**config.mk**
```make
export PLATFORM = sky130hd
export DESIGN_NAME = branch_predictor_btb
export DESIGN_NICKNAME = d
export VERILOG_FILES = /design/src/rtl/branch_predictor_btb.sv
export SDC_FILE = /design/constraint.sdc
export NUM_CORES = 2
export LEC_CHECK = 0
export ABC_AREA = 1
export BUFFER_PORTS_ARGS = -buffer_cell sky130_fd_sc_hd__buf_2
export CORE_MARGIN = 2
export CORE_UTILIZATION = 40
export DETAILED_ROUTE_END_ITERATION = 7
export GPL_ROUTABILITY_DRIVEN = 0
export PLACE_DENSITY = 0.53
export SLEW_MARGIN = 20
export SYNTH_ARGS = -nofsm -noshare
export SYNTH_HDL_FRONTEND = slang
export SYNTH_SLANG_ARGS = --single-unit
```
**constraint.sdc**
```tcl
create_clock -name i_clk -period 85.4 [get_ports i_clk]
set_input_delay 17.08 -clock i_clk [delete_from_list [all_inputs] [get_ports i_clk]]
set_output_delay 17.08 -clock i_clk [all_outputs]
set_load 0.01 [all_outputs]
```
**src/rtl/branch_predictor_btb.sv**
```systemverilog
// Tagged branch target buffer with saturating direction counters, zero-latency Fetch lookup,
// Execute-side mispredict detection and saturating branch/mispredict statistics.
module branch_predictor_btb #(
  parameter int NUM_ENTRIES = 16,
  parameter int CTR_W       = 2,
  parameter int CNT_W       = 32
) (
  input  logic             i_clk,
  input  logic             i_rst,
  input  logic [31:0]      i_pc_f,
  output logic             o_hit_f,
  output logic             o_pred_taken_f,
  output logic [31:0]      o_pred_target_f,
  input  logic             i_upd_valid_e,
  input  logic [31:0]      i_upd_pc_e,
  input  logic             i_upd_is_jump_e,
  input  logic             i_upd_taken_e,
  input  logic [31:0]      i_upd_target_e,
  input  logic             i_upd_pred_taken_e,
  input  logic [31:0]      i_upd_pred_target_e,
  output logic             o_mispredict_e,
  output logic [31:0]      o_redirect_pc_e,
  input  logic             i_cnt_clr,
  output logic [CNT_W-1:0] o_branch_cnt,
  output logic [CNT_W-1:0] o_mispredict_cnt
);

  localparam int IDX_W = $clog2(NUM_ENTRIES);
  localparam int TAG_W = 30 - IDX_W;
  localparam logic [CTR_W-1:0] CTR_MAX  = {CTR_W{1'b1}};
  localparam logic [CTR_W-1:0] CTR_ONE  = CTR_W'(1);
  localparam logic [CTR_W-1:0] CTR_WEAK = CTR_W'(1 << (CTR_W - 1));
  localparam logic [CNT_W-1:0] CNT_ONE  = CNT_W'(1);

  typedef struct packed {
    logic             valid;
    logic [TAG_W-1:0] tag;
    logic [31:0]      target;
    logic [CTR_W-1:0] ctr;
    logic             is_jump;
  } entry_t;

  entry_t tbl_q [NUM_ENTRIES];
  entry_t wr_entry_d;
  logic   wr_en_d;

  logic [IDX_W-1:0] f_idx;
  logic [TAG_W-1:0] f_tag;
  entry_t           f_ent;
  logic [IDX_W-1:0] upd_idx;
  logic [TAG_W-1:0] upd_tag;
  entry_t           upd_ent;
  logic             upd_hit;
  logic             mispredict;

  logic [CNT_W-1:0] branch_cnt_q, branch_cnt_d;
  logic [CNT_W-1:0] misp_cnt_q, misp_cnt_d;

  // Fetch PCs are word aligned; the byte offset never reaches the table.
  logic unused_pc_bits;
  assign unused_pc_bits = ^i_pc_f[1:0];

  assign f_idx = i_pc_f[IDX_W+1:2];
  assign f_tag = i_pc_f[31:IDX_W+2];
  assign f_ent = tbl_q[f_idx];

  assign o_hit_f         = f_ent.valid && (f_ent.tag == f_tag);
  assign o_pred_taken_f  = o_hit_f && (f_ent.is_jump || f_ent.ctr[CTR_W-1]);
  assign o_pred_target_f = o_pred_taken_f ? f_ent.target : 32'd0;

  assign mispredict = i_upd_valid_e &&
                      ((i_upd_pred_taken_e != i_upd_taken_e) ||
                       (i_upd_taken_e && (i_upd_pred_target_e != i_upd_target_e)));
  assign o_mispredict_e  = mispredict;
  assign o_redirect_pc_e = !mispredict   ? 32'd0 :
                           i_upd_taken_e ? i_upd_target_e : i_upd_pc_e + 32'd4;

  assign upd_idx = i_upd_pc_e[IDX_W+1:2];
  assign upd_tag = i_upd_pc_e[31:IDX_W+2];
  assign upd_ent = tbl_q[upd_idx];
  assign upd_hit = upd_ent.valid && (upd_ent.tag == upd_tag);

  // Single write port: train on a hit, allocate only on a taken miss.
  always_comb begin
    wr_en_d    = 1'b0;
    wr_entry_d = upd_ent;
    if (i_upd_valid_e) begin
      if (upd_hit) begin
        wr_en_d = 1'b1;
        if (i_upd_taken_e) begin
          wr_entry_d.ctr     = (upd_ent.ctr == CTR_MAX) ? CTR_MAX : upd_ent.ctr + CTR_ONE;
          wr_entry_d.target  = i_upd_target_e;
          wr_entry_d.is_jump = i_upd_is_jump_e;
        end else begin
          wr_entry_d.ctr = (upd_ent.ctr == '0) ? '0 : upd_ent.ctr - CTR_ONE;
        end
      end else if (i_upd_taken_e) begin
        wr_en_d            = 1'b1;
        wr_entry_d.valid   = 1'b1;
        wr_entry_d.tag     = upd_tag;
        wr_entry_d.target  = i_upd_target_e;
        wr_entry_d.ctr     = CTR_WEAK;
        wr_entry_d.is_jump = i_upd_is_jump_e;
      end
    end
  end

  always_ff @(posedge i_clk or posedge i_rst) begin
    if (i_rst) begin
      for (int i = 0; i < NUM_ENTRIES; i++) begin
        tbl_q[i] <= '0;
      end
    end else if (wr_en_d) begin
      tbl_q[upd_idx] <= wr_entry_d;
    end
  end

  // Clear wins over increment; both counters stick at all-ones.
  always_comb begin
    branch_cnt_d = branch_cnt_q;
    misp_cnt_d   = misp_cnt_q;
    if (i_cnt_clr) begin
      branch_cnt_d = '0;
      misp_cnt_d   = '0;
    end else begin
      if (i_upd_valid_e && !(&branch_cnt_q)) begin
        branch_cnt_d = branch_cnt_q + CNT_ONE;
      end
      if (mispredict && !(&misp_cnt_q)) begin
        misp_cnt_d = misp_cnt_q + CNT_ONE;
      end
    end
  end

  always_ff @(posedge i_clk or posedge i_rst) begin
    if (i_rst) begin
      branch_cnt_q <= '0;
      misp_cnt_q   <= '0;
    end else begin
      branch_cnt_q <= branch_cnt_d;
      misp_cnt_q   <= misp_cnt_d;
    end
  end

  assign o_branch_cnt     = branch_cnt_q;
  assign o_mispredict_cnt = misp_cnt_q;

endmodule

```
==> results.toml <==
[critical_path]
crit_chain = "buf_6 -> inv_4 -> buf_4 -> buf_4 -> nand3_1 -> nand3_1 -> nand2_1 -> inv_1 -> o221ai_1 -> nor2_1 -> nand2_1 -> nor2_1 -> nand3_2 -> nor2_1 -> buf_2"
setup.worst_path.class = "in2out"
cp_common_cell = "nor2_1"
endpoint_kind = "primary output"
crit_buf_inv = 6
slowest_stage = "nand3_2"
max_stage_delay_ns = 0.90
critical_path.max_fanout = 39
cp.arrival_ns = 22.72
crit_path_start_kind = "primary input"
cp_top_family = "buffers and inverters"
cp.required_ns = 68.32

[placement]
place_ws_ns = 45.58
dpl.hpwl_mm = 145
placed_area_um2 = 64700
io_buffers = 263

[timing]
fmax_mhz = 25.1
drv_slew = 0
setup_ws_ns = 45.60
setup_violations = 0
hold_viol = 0
worst-slew-pin-transition_ns = 1.31
rsz0062_at_grt = "false"
slew_headroom_pct = 11.7
clock_skew_ns = 0.0350
final.period_utilization_pct = 46.6
setup-tns-final_ns = 0
period_minus_slack_ns = 39.80

[global_route]
antenna_found_initial = 6
grt.overflow.total = 0
grt_pass1_vias = 58600
grt_max_degree = 201
use_met3_pct = 5.22
track_usage_pct = 32.1
grt_util_met2_pct = 51.0
grtUsageMet1_pct = 42.9
grt_pass1_wl_mm = 385
top_usage_layer = "met2"

[routing]
first_pass_iters = 7
route.detailed.drc = 0
via_per_inst = 5.64
wire_per_inst_um = 23.3
wirelength_mm = 261
ant_nets = 0
drtIter0Drc = 7430
vias = 63100

[synth]
synthArstFlopShare_pct = 100
seq_area_frac_synth_pct = 42.3
ys_types = 49
yosys_most_used_dff = "dfrtp_1"
yosysTopAreaCellShare_pct = 42.3
syn_area_um2 = 62500
synth_area_leaders = "dfrtp_1 42%, nand2_1 19%, o21ai_0 11%"
synth_seq_cells = 1056
avgSynthCellArea_um2 = 6.78
yosys_warnings = 0
yosysTopAreaCell = "dfrtp_1"
synthesis.nets = 9355
synth-edff-count = 0
synth_cells = 9214

[power_and_ir_drop]
max-vdd-ir-drop_v = 0.0000206
power_density_nw_per_um2 = 21.3
p_leak_nw = 33.5

[clock_network]
clk_pin_slew_ns = 0.06
clockBufferDepth = 3
post-cts-setup-buffer-count = 0
clockRootBuffer = "clkbuf_16"
clock_sinks = 1056
tritoncts = "built"
cts_max_level = 4
cts_resized = 0
clk-insertion-delay-late_ns = 0.77
hold_buffers = 0
cts_made_buffers = 131

[layout]
fin_util_pct = 44.4
n_fill_cell = 16200
multiInputGateArea_um2 = 30600
layout-drive-gt1-share_pct = 7.32
num-nets-final = 9177
regArea_um2 = 26400
syn_to_final_growth_pct = 10.6
final_common_cell = "nand2_1"
fin_area_um2 = 69100
layout_common_cells = "3190 x nand2_1, 1344 x o21ai_0, 1056 x dfrtp_1"

[floorplan]
die_h_um = 399
ios = 266
core_area_um2 = 156000
dieWidth_um = 399
start_util_pct = 40.2
num_rows = 145
die_area_um2 = 159000

[worst_hold_path]
hold_path_class = "reg2reg"

[flow_run]
drv_cap = 0

[run_status]
status = "finished, final reports clean"
-- synth_stat cells (all sizes together) (3+ instances only) --
cell / instances
a21oi: 749
ha: 6
nand4: 38
inv: 733
a221oi: 31
clkinv: 5
o31ai: 3
o22ai: 77
xor2: 50
nor4: 22
o221ai: 5
o211ai: 90
and3: 3
xnor2: 23
or2: 9
o21ai: 1395
a311oi: 13
nand2: 3194
nor3: 54
o32ai: 16
nand3: 354
a211oi: 10
dfrtp: 1056
a31oi: 9
nor2: 552
buf: 256
clkbuf: 442
-- kinds of logic after synthesis --
| kind of cell | Yosys count | synth area share [%] |
|---|---|---|
| simple gates | 4230 | 26.9 |
| compound gates | 2412 | 20.4 |
| buf+inv | 1436 | 9.26 |
| flops | 1056 | 42.3 |
| xor+xnor | 73 | 1.02 |
| fa+ha+maj | 6 | 0.120 |
| mux | 1 | 0.0180 |
-- routing by layer --
layer / vias up / part of all wire (%)
li1: 29500 / -
met3: 586 / 8.4
met1: 30100 / 42
met4: 4 / 4.9
met5: - / 0.0073
met2: 2922 / 45
-- final cells by class --
cell class / count / share of cell area [%]
Antenna cell: 5 / 0.0181
Clock buffer: 195 / 5.66
Clock inverter: 27 / 0.496
Inverter: 738 / 4.07
Multi-Input combinational cell: 6722 / 44.3
Sequential cell: 1056 / 38.2
Tap cell: 2058 / 3.72
Timing Repair Buffer: 387 / 3.50
-- path summary, 6_finish.rpt --
check                                  startpoint                     end  slack (ns)  cells past startpoint
max reg2reg                tbl_q[358]$_DFFE_PP0P_  tbl_q[197]$_DFFE_PP0P_       80.61                     19
max in group asynchronous                   i_rst  tbl_q[540]$_DFFE_PP0P_       65.16                      6
max                                     i_pc_f[4]      o_pred_target_f[2]       45.60                     15
min in group asynchronous                   i_rst  tbl_q[654]$_DFFE_PP0P_       16.48                      2
min                        tbl_q[929]$_DFFE_PP0P_  tbl_q[929]$_DFFE_PP0P_        0.47                      2
min reg2reg                tbl_q[929]$_DFFE_PP0P_  tbl_q[929]$_DFFE_PP0P_        0.47                      2
-- tightest hold or removal path, delay by kind of cell (launching register included) --
| family | cells | cell delay, ns |
|---|---|---|
| DFF | 1 | 0.32 |
| buffers and inverters | 1 | 0.06 |
| and+or+nand+nor | 1 | 0.06 |
-- power breakdown --
group	leakage (nW)	total (W)	switching, W	internal, W
sequential	14.0	0.000629	0.0000513	0.000578
combinational	17.4	0.000279	0.000190	0.0000897
clock	2.09	0.000562	0.000231	0.000331
-- flip-flops by register name (all words and copies together) (netlist names) --
signal,count
o_branch_cnt,32
tbl_q,992
o_mispredict_cnt,32
-- through the flow --
step	instances	power, W	hold WS, ns
6_report	11200	0.00147	0.467
5_1_grt	11200	0.00155	0.489
4_1_cts	11200	0.00147	0.467
3_5_place_dp	11000	0.000910	0.454
3_3_place_gp	11000	0.000903	0.444
2_1_floorplan	9214	0.000824	0.434
No activity file was read; power rests on OpenSTA's default activity.
